$ cat src/rtl/universal_shift_register.sv
// universal_shift_register: hold / shift right / shift left / parallel load register, zero-fill shifts
module universal_shift_register #(
    parameter int WIDTH = 4
) (
    input  logic             clk,
    input  logic             reset,
    input  logic [1:0]       mode,
    input  logic [WIDTH-1:0] parallel_in,
    output logic [WIDTH-1:0] q
);
    logic [WIDTH-1:0] q_d, q_q;
    // next-state select; an unknown mode code falls to the default and holds
    always_comb begin
        q_d = q_q;
        case (mode)
            2'b01:   q_d = {1'b0, q_q[WIDTH-1:1]};
            2'b10:   q_d = {q_q[WIDTH-2:0], 1'b0};
            2'b11:   q_d = parallel_in;
            default: q_d = q_q;
        endcase
    end
    // register bank, cleared asynchronously by reset
    always_ff @(posedge clk or posedge reset) begin
        if (reset) q_q <= '0;
        else       q_q <= q_d;
    end
    assign q = q_q;
endmodule

$ cat config.mk
export PLATFORM = sky130hd
export DESIGN_NAME = universal_shift_register
export DESIGN_NICKNAME = d
export VERILOG_FILES = /design/src/rtl/universal_shift_register.sv
export SDC_FILE = /design/constraint.sdc
export NUM_CORES = 1
export LEC_CHECK = 0
export ABC_AREA = 1
export CORE_AREA = 3 3 40 42
export DETAILED_ROUTE_END_ITERATION = 10
export DIE_AREA = 0 0 43 45
export GPL_TIMING_DRIVEN = 0
export PLACE_DENSITY = 0.48
export SLEW_MARGIN = 10
export SYNTH_ARGS = -nofsm -noshare
export SYNTH_HDL_FRONTEND = slang
export SYNTH_SLANG_ARGS = --single-unit
$ cat constraint.sdc
create_clock -name clk -period 0.8 [get_ports clk]
set_input_delay 0.16 -clock clk [delete_from_list [all_inputs] [get_ports clk]]
set_output_delay 0.16 -clock clk [all_outputs]
set_load 0.02 [all_outputs]
==> results of run 1 <==
layer usage:
layer / vias to the layer above / wire (microns)
met4: 0 / 0
met1: 114 / 275
li1: 139 / -
met2: 7 / 326
met3: 0 / 42
met5: - / 0
metrics by stage:
stage	util	instances	total power, mW	setup TNS, ps	cell area (sq um)
2_1_floorplan	-	32	0.3427	-3.502	232.7
4_1_cts	0.3272	65	0.7791	-754.5	420.4
6_report	0.3525	65	0.7869	-698.5	452.9
5_1_grt	0.3525	65	0.8320	-929.6	452.9
3_5_place_dp	0.2736	57	0.4398	-2842	351.6
3_3_place_gp	0.2736	57	0.4420	-2930	351.6
Yosys cell counts:
library cell | n | area (sq um)
nand2_1 | 10 | 37.54
nand3_1 | 9 | 45.04
dfrtp_1 | 4 | 100.1
inv_1 | 2 | 7.510
inv_2 | 2 | 7.510
o21ai_1 | 2 | 10.01
buf_6 | 1 | 11.26
nor2_1 | 1 | 3.750
nor2_2 | 1 | 6.260
where the power goes:
part           internal [mW]  switching (mW)  leakage (nW)
combinational          0.141           0.119         0.157
clock                  0.188          0.0888        0.0150
sequential             0.231          0.0195        0.0474
total                  0.560           0.227         0.219
final cells by class:
class,count,area share
timing repair buffer,14,0.3122
tap,15,0.04144
clock buffer,4,0.05801
inverter,4,0.03315
buffer,1,0.02486
multi-input combinational,23,0.3011
sequential,4,0.2293
worst min path at each step:
stage | start | end | slack (ps) | depth (start not counted)
2_1_floorplan | reset | q[3] | -70 | 1
3_3_place_gp | reset | q[3] | 360 | 2
3_5_place_dp | reset | q[3] | 360 | 2
4_1_cts | reset | q[1] | 100 | 2
5_1_grt | reset | q[1] | 120 | 2
6_report | reset | q[0] | 110 | 2
cells in the final DEF (no fill, tap or decap), drive strengths merged:
| cell type | n |
|---|---|
| nand2 | 10 |
| nand3 | 9 |
| clkdlybuf4s50 | 5 |
| clkbuf | 4 |
| inv | 4 |
| o21ai | 2 |
| nor2 | 2 |
| dfrtp | 4 |
| dlygate4sd2 | 1 |
| buf | 9 |
logic make-up after synthesis:
kind of cell / Yosys count / share of synthesized area
AOI/OAI and AO/OA: 2 / 0.04372
buffers and inverters: 5 / 0.1148
DFF: 4 / 0.4372
and+or+nand+nor: 21 / 0.4044
repair_timing:
item                       4_1_cts  5_1_grt
buffers inserted                 4        0
setup endpoints to repair        8        8
resized for setup               27        7
pin swaps                        1        6
==> run metrics, run 1 <==
n_diodes 0; global route overflow 0; cells after synthesis 32; Critical Path, Cell by Cell buf_6; GPL Wtd Cong 0.6928; M3 GR Usage 0.01992; fill cell count approximately 140; Worst Reg-to-Reg Cells 5; DR vias 260; Seq/Total Area, Yosys 0.4372; area grow syn2layout 97.81%; FF+latch area 103.9 sq um; Initial Util 0.1782; unrepaired setup endpoints after global routing yes; FF+latch count, synth 4; die width about 43 microns; startpoint types flip-flop; RR Endpoint q[1]; CP bufs+invs 1; setup violators final 7; crit share post-route 1.174; num rows 13; CP delay by family, top flip-flops; Multi-input gate area around 140 sq um; minimum clock period 938.9 ps; CTS tree yes; worst skew pair latency between 200 and 250 ps; worst vdd ir 0.0007778 V; crit path launch q[1]; Synth Net Count 40; grt met1 use 0.07579; routed wire length 644 microns; largest net degree at the start of global routing 10; initial antenna violation count 0; Distinct cells, synth 9; crit path max fanout 2; vias in the first global route 230; ANT nets after route 0; status complete, but fails checks; reg2reg start q[0]; clock slew at reported path FFs 40 ps; cell area after synthesis around 230 sq um; Worst R2R Setup Slack -90 ps; Final Skew ~0.47 ps; Clock Tree Buf Depth 2; Worst Setup EP q[1]; failing checks negative setup slack; Pwr per Cell Area 1737 nW/um^2; drt first pass iters 3; core area 1285 sq um; Worst Tran Pin Value 296.8 ps; max-cap violation count 0; io pins 12; CTS sink cnt 4; cts hold-fix bufs 0; Final nets 59; CP Depth 1; HPWL Detailed ~440 microns; Critical Path End Type primary output; syn_area_per_cell roughly 7.2 sq um; Tot GR Track Use 0.06695; DRC Markers 0; initial DRC count 2; Critical Path RT 640 ps; Avg WL per Cell 9.908 microns; worst stage delay on the critical path 410 ps; H-tree depth 1; Largest register FFs 4; GR Util met2 0.09581; Crit Path Class reg2out; dpl ws -413.8 ps; CP arrival between 700 and 800 ps; PortBufs 10; final worst slack -138.9 ps; hold_ws ~110 ps; vias per cell around 4; global-route wire length before repair 910 microns; share of layout cells above drive strength 1 0.4800; type of the tightest min-delay check in2async; fmax about 1.1 GHz; Die ar. roughly 1900 sq um; Leak 0.2193 nW; Yosys warning count 0; cts bufs inserted 3; GRT busiest layer met2; Fin. Hold Viols 0; crit path max-delay cell type dfrtp_2; Slew HR 0.8022; CTS root buffer clkbuf_4; DIE HEIGHT about 45 microns; Slew Viols, Final 0
Note: power is estimated with default switching activity, not from simulation.
==> run 2: changes to the inputs <==
--- a/config.mk
+++ b/config.mk
@@ -9,7 +9,6 @@
 export CORE_AREA = 3 3 40 42
 export DETAILED_ROUTE_END_ITERATION = 10
 export DIE_AREA = 0 0 43 45
-export GPL_TIMING_DRIVEN = 0
 export PLACE_DENSITY = 0.48
 export SLEW_MARGIN = 10
 export SYNTH_ARGS = -nofsm -noshare
==> run 2 against run 1 <==
Net effect: the flow still finishes with violations (negative setup slack); non-clock buffer count did not move; clock power barely moved; critical path depth did not move; combinational power barely moved; maximum frequency fell by 1.3%; routed wire length rose by 4.2%; flip-flop and latch count did not move; setup slack got worse by 12 ps; count of clock-buffer cells in the layout did not move; first-iteration DRC count fell by 50%; via count rose by 3.1%; sequential share of layout area rose by 0.064 points; critical path type unchanged; highest routed layer unchanged.
==> run metrics, run 2 (same netlist as run 1, synthesis figures left out) <==
area grow syn2layout 97.27% (was 97.81%); routed wire length 671 microns (was 644 microns); CP arrival 790 ps (was 780 ps); clock slew at reported path FFs 50 ps (was 40 ps); most frequent cells in the layout nand2_1, buf_6, nand3_1, clkdlybuf4s50_1, nand3_2 (was nand2_1, buf_6, nand3_2, clkdlybuf4s50_1, nand3_1); initial antenna violation count 0 (unchanged); cts bufs inserted 3 (unchanged); FF+latch area 103.9 sq um (unchanged); Initial Util 0.1782 (unchanged); crit path max-delay cell type dfrtp_2 (unchanged); num rows 13 (unchanged); Final Skew 12.29 ps (was 0.4683 ps); largest net degree at the start of global routing 10 (unchanged); CTS root buffer clkbuf_4 (unchanged); hold_ws 95.03 ps (was 105.4 ps); io pins 12 (unchanged); Sum Neg Setup Slack -765.5 ps (was -698.5 ps); Die ar. 1935 sq um (unchanged); Pwr per Cell Area 1761 nW/um^2 (was 1737 nW/um^2); max-cap violation count 0 (unchanged); worst vdd ir 0.0008048 V (was 0.0007778 V); Crit Path Class reg2out (unchanged); CP delay by family, top flip-flops (unchanged); Core Util, Final 0.3515 (was 0.3525); global-route wire length before repair 1.110 mm (was 910 microns); CP bufs+invs 1 (unchanged); Post-CTS Repair Setup Buffers 0 (was 4); final worst slack -151.0 ps (was -138.9 ps); Leak 0.2198 nW (was 0.2193 nW); worst stage delay on the critical path 410 ps (about the same); total power 795.2 uW (was 786.9 uW); unrepaired setup endpoints after global routing yes (unchanged); failing checks negative setup slack (unchanged); fill cell count 142 (was 138); setup violators final 7 (unchanged); final instance area 451.7 sq um (was 452.9 sq um); HPWL Detailed 492.4 microns (was 436.6 microns); Tot GR Track Use 0.08104 (was 0.06695); H-tree depth 1 (unchanged); DIE HEIGHT 45 microns (unchanged); Critical Path RT 640 ps (about the same); Critical Path, Cell by Cell buf_6 (unchanged); n_diodes 0 (unchanged); CP Depth 1 (unchanged); Slew HR 0.8006 (was 0.8022); ANT nets after route 0 (unchanged); Slew Viols, Final 0 (unchanged); most common cell after layout, fill and taps aside nand2_1 (unchanged); core area 1285 sq um (unchanged); Worst Tran Pin Value 299.2 ps (was 296.8 ps); share of layout cells above drive strength 1 0.4800 (unchanged); global route overflow 0 (unchanged); CTS tree yes (unchanged); # placed instances 61 (was 57); Final nets 59 (unchanged); startpoint types flip-flop (unchanged); CTS sink cnt 4 (unchanged); Clock Tree Buf Depth 2 (unchanged); DR vias 268 (was 260); type of the tightest min-delay check in2async (unchanged); Largest register FFs 4 (unchanged); Worst Reg-to-Reg Cells 5 (unchanged); dpl ws -500.7 ps (was -413.8 ps); crit path max fanout 2 (unchanged); Critical Path End Type primary output (unchanged); initial DRC count 1 (was 2); Avg WL per Cell 10.32 microns (was 9.908 microns); PortBufs 11 (was 10); Placed Instance Area 380.4 sq um (was 351.6 sq um); cts hold-fix bufs 0 (unchanged); Fin. Hold Viols 0 (unchanged); die width 43 microns (unchanged); non-filler instance count after layout 65 (unchanged); vias in the first global route 268 (was 230); crit share post-route 1.189 (was 1.174); vias per cell 4.123 (was 4.000); Multi-input gate area 133.9 sq um (was 136.4 sq um); minimum clock period 951.0 ps (was 938.9 ps); worst skew pair latency 240 ps (was 230 ps); DRC Markers 0 (unchanged); status complete, but fails checks (unchanged); fmax 1.052 GHz (was 1.065 GHz); GPL Wtd Cong 0.7060 (was 0.6928); drt first pass iters 2 (was 3)
-- run 2: cell count changes in the layout (fill, tap and decap cells not counted) --
cell,change
nand3_2,-1
buf_6,+1
buf_4,-2
nand2_2,+1
clkbuf_2,+1
nand2_1,-1
nand3_1,+1
-- run 2: per-layer routing --
layer,vias to the layer above,global-route usage,wire (microns)
met4,0,0.05422,0
li1,138,-,-
met5,-,0,0
met1,121,0.09246,295
met3,0,0.05179,61
met2,9,0.1108,315
-- run 2: repair_timing --
action | CTS | global route
setup endpoints to repair | 8 | 8
gates resized for setup | 30 | 9
cloned | 0 | 0
pin swaps | 1 | 1
-- run 2: worst paths after layout --
path	startpoint	endpoint	slack, ps
worst max-delay path	q[1]	q[1]	-150
max in group asynchronous	reset	q[2]	530
min in group clk	mode[1]	q[3]	340
worst max register to register	q[1]	q[2]	-120
worst min register to register	q[2]	q[2]	620
worst min-delay path	reset	q[0]	100
-- run 2: cell type report --
type | count | share of cell area
Clock buffer | 4 | 0.05817
Inverter | 4 | 0.03324
Tap cell | 15 | 0.04155
Sequential cell | 4 | 0.2299
Multi-Input combinational cell | 23 | 0.2964
Timing Repair Buffer | 15 | 0.3407
-- run 2: where the power goes --
| part | total, mW | internal (mW) | switching, mW | leakage [nW] |
|---|---|---|---|---|
| Sequential | 0.253 | 0.231 | 0.0219 | 0.0474 |
| Combinational | 0.262 | 0.143 | 0.120 | 0.157 |
| Clock | 0.279 | 0.188 | 0.0917 | 0.0150 |
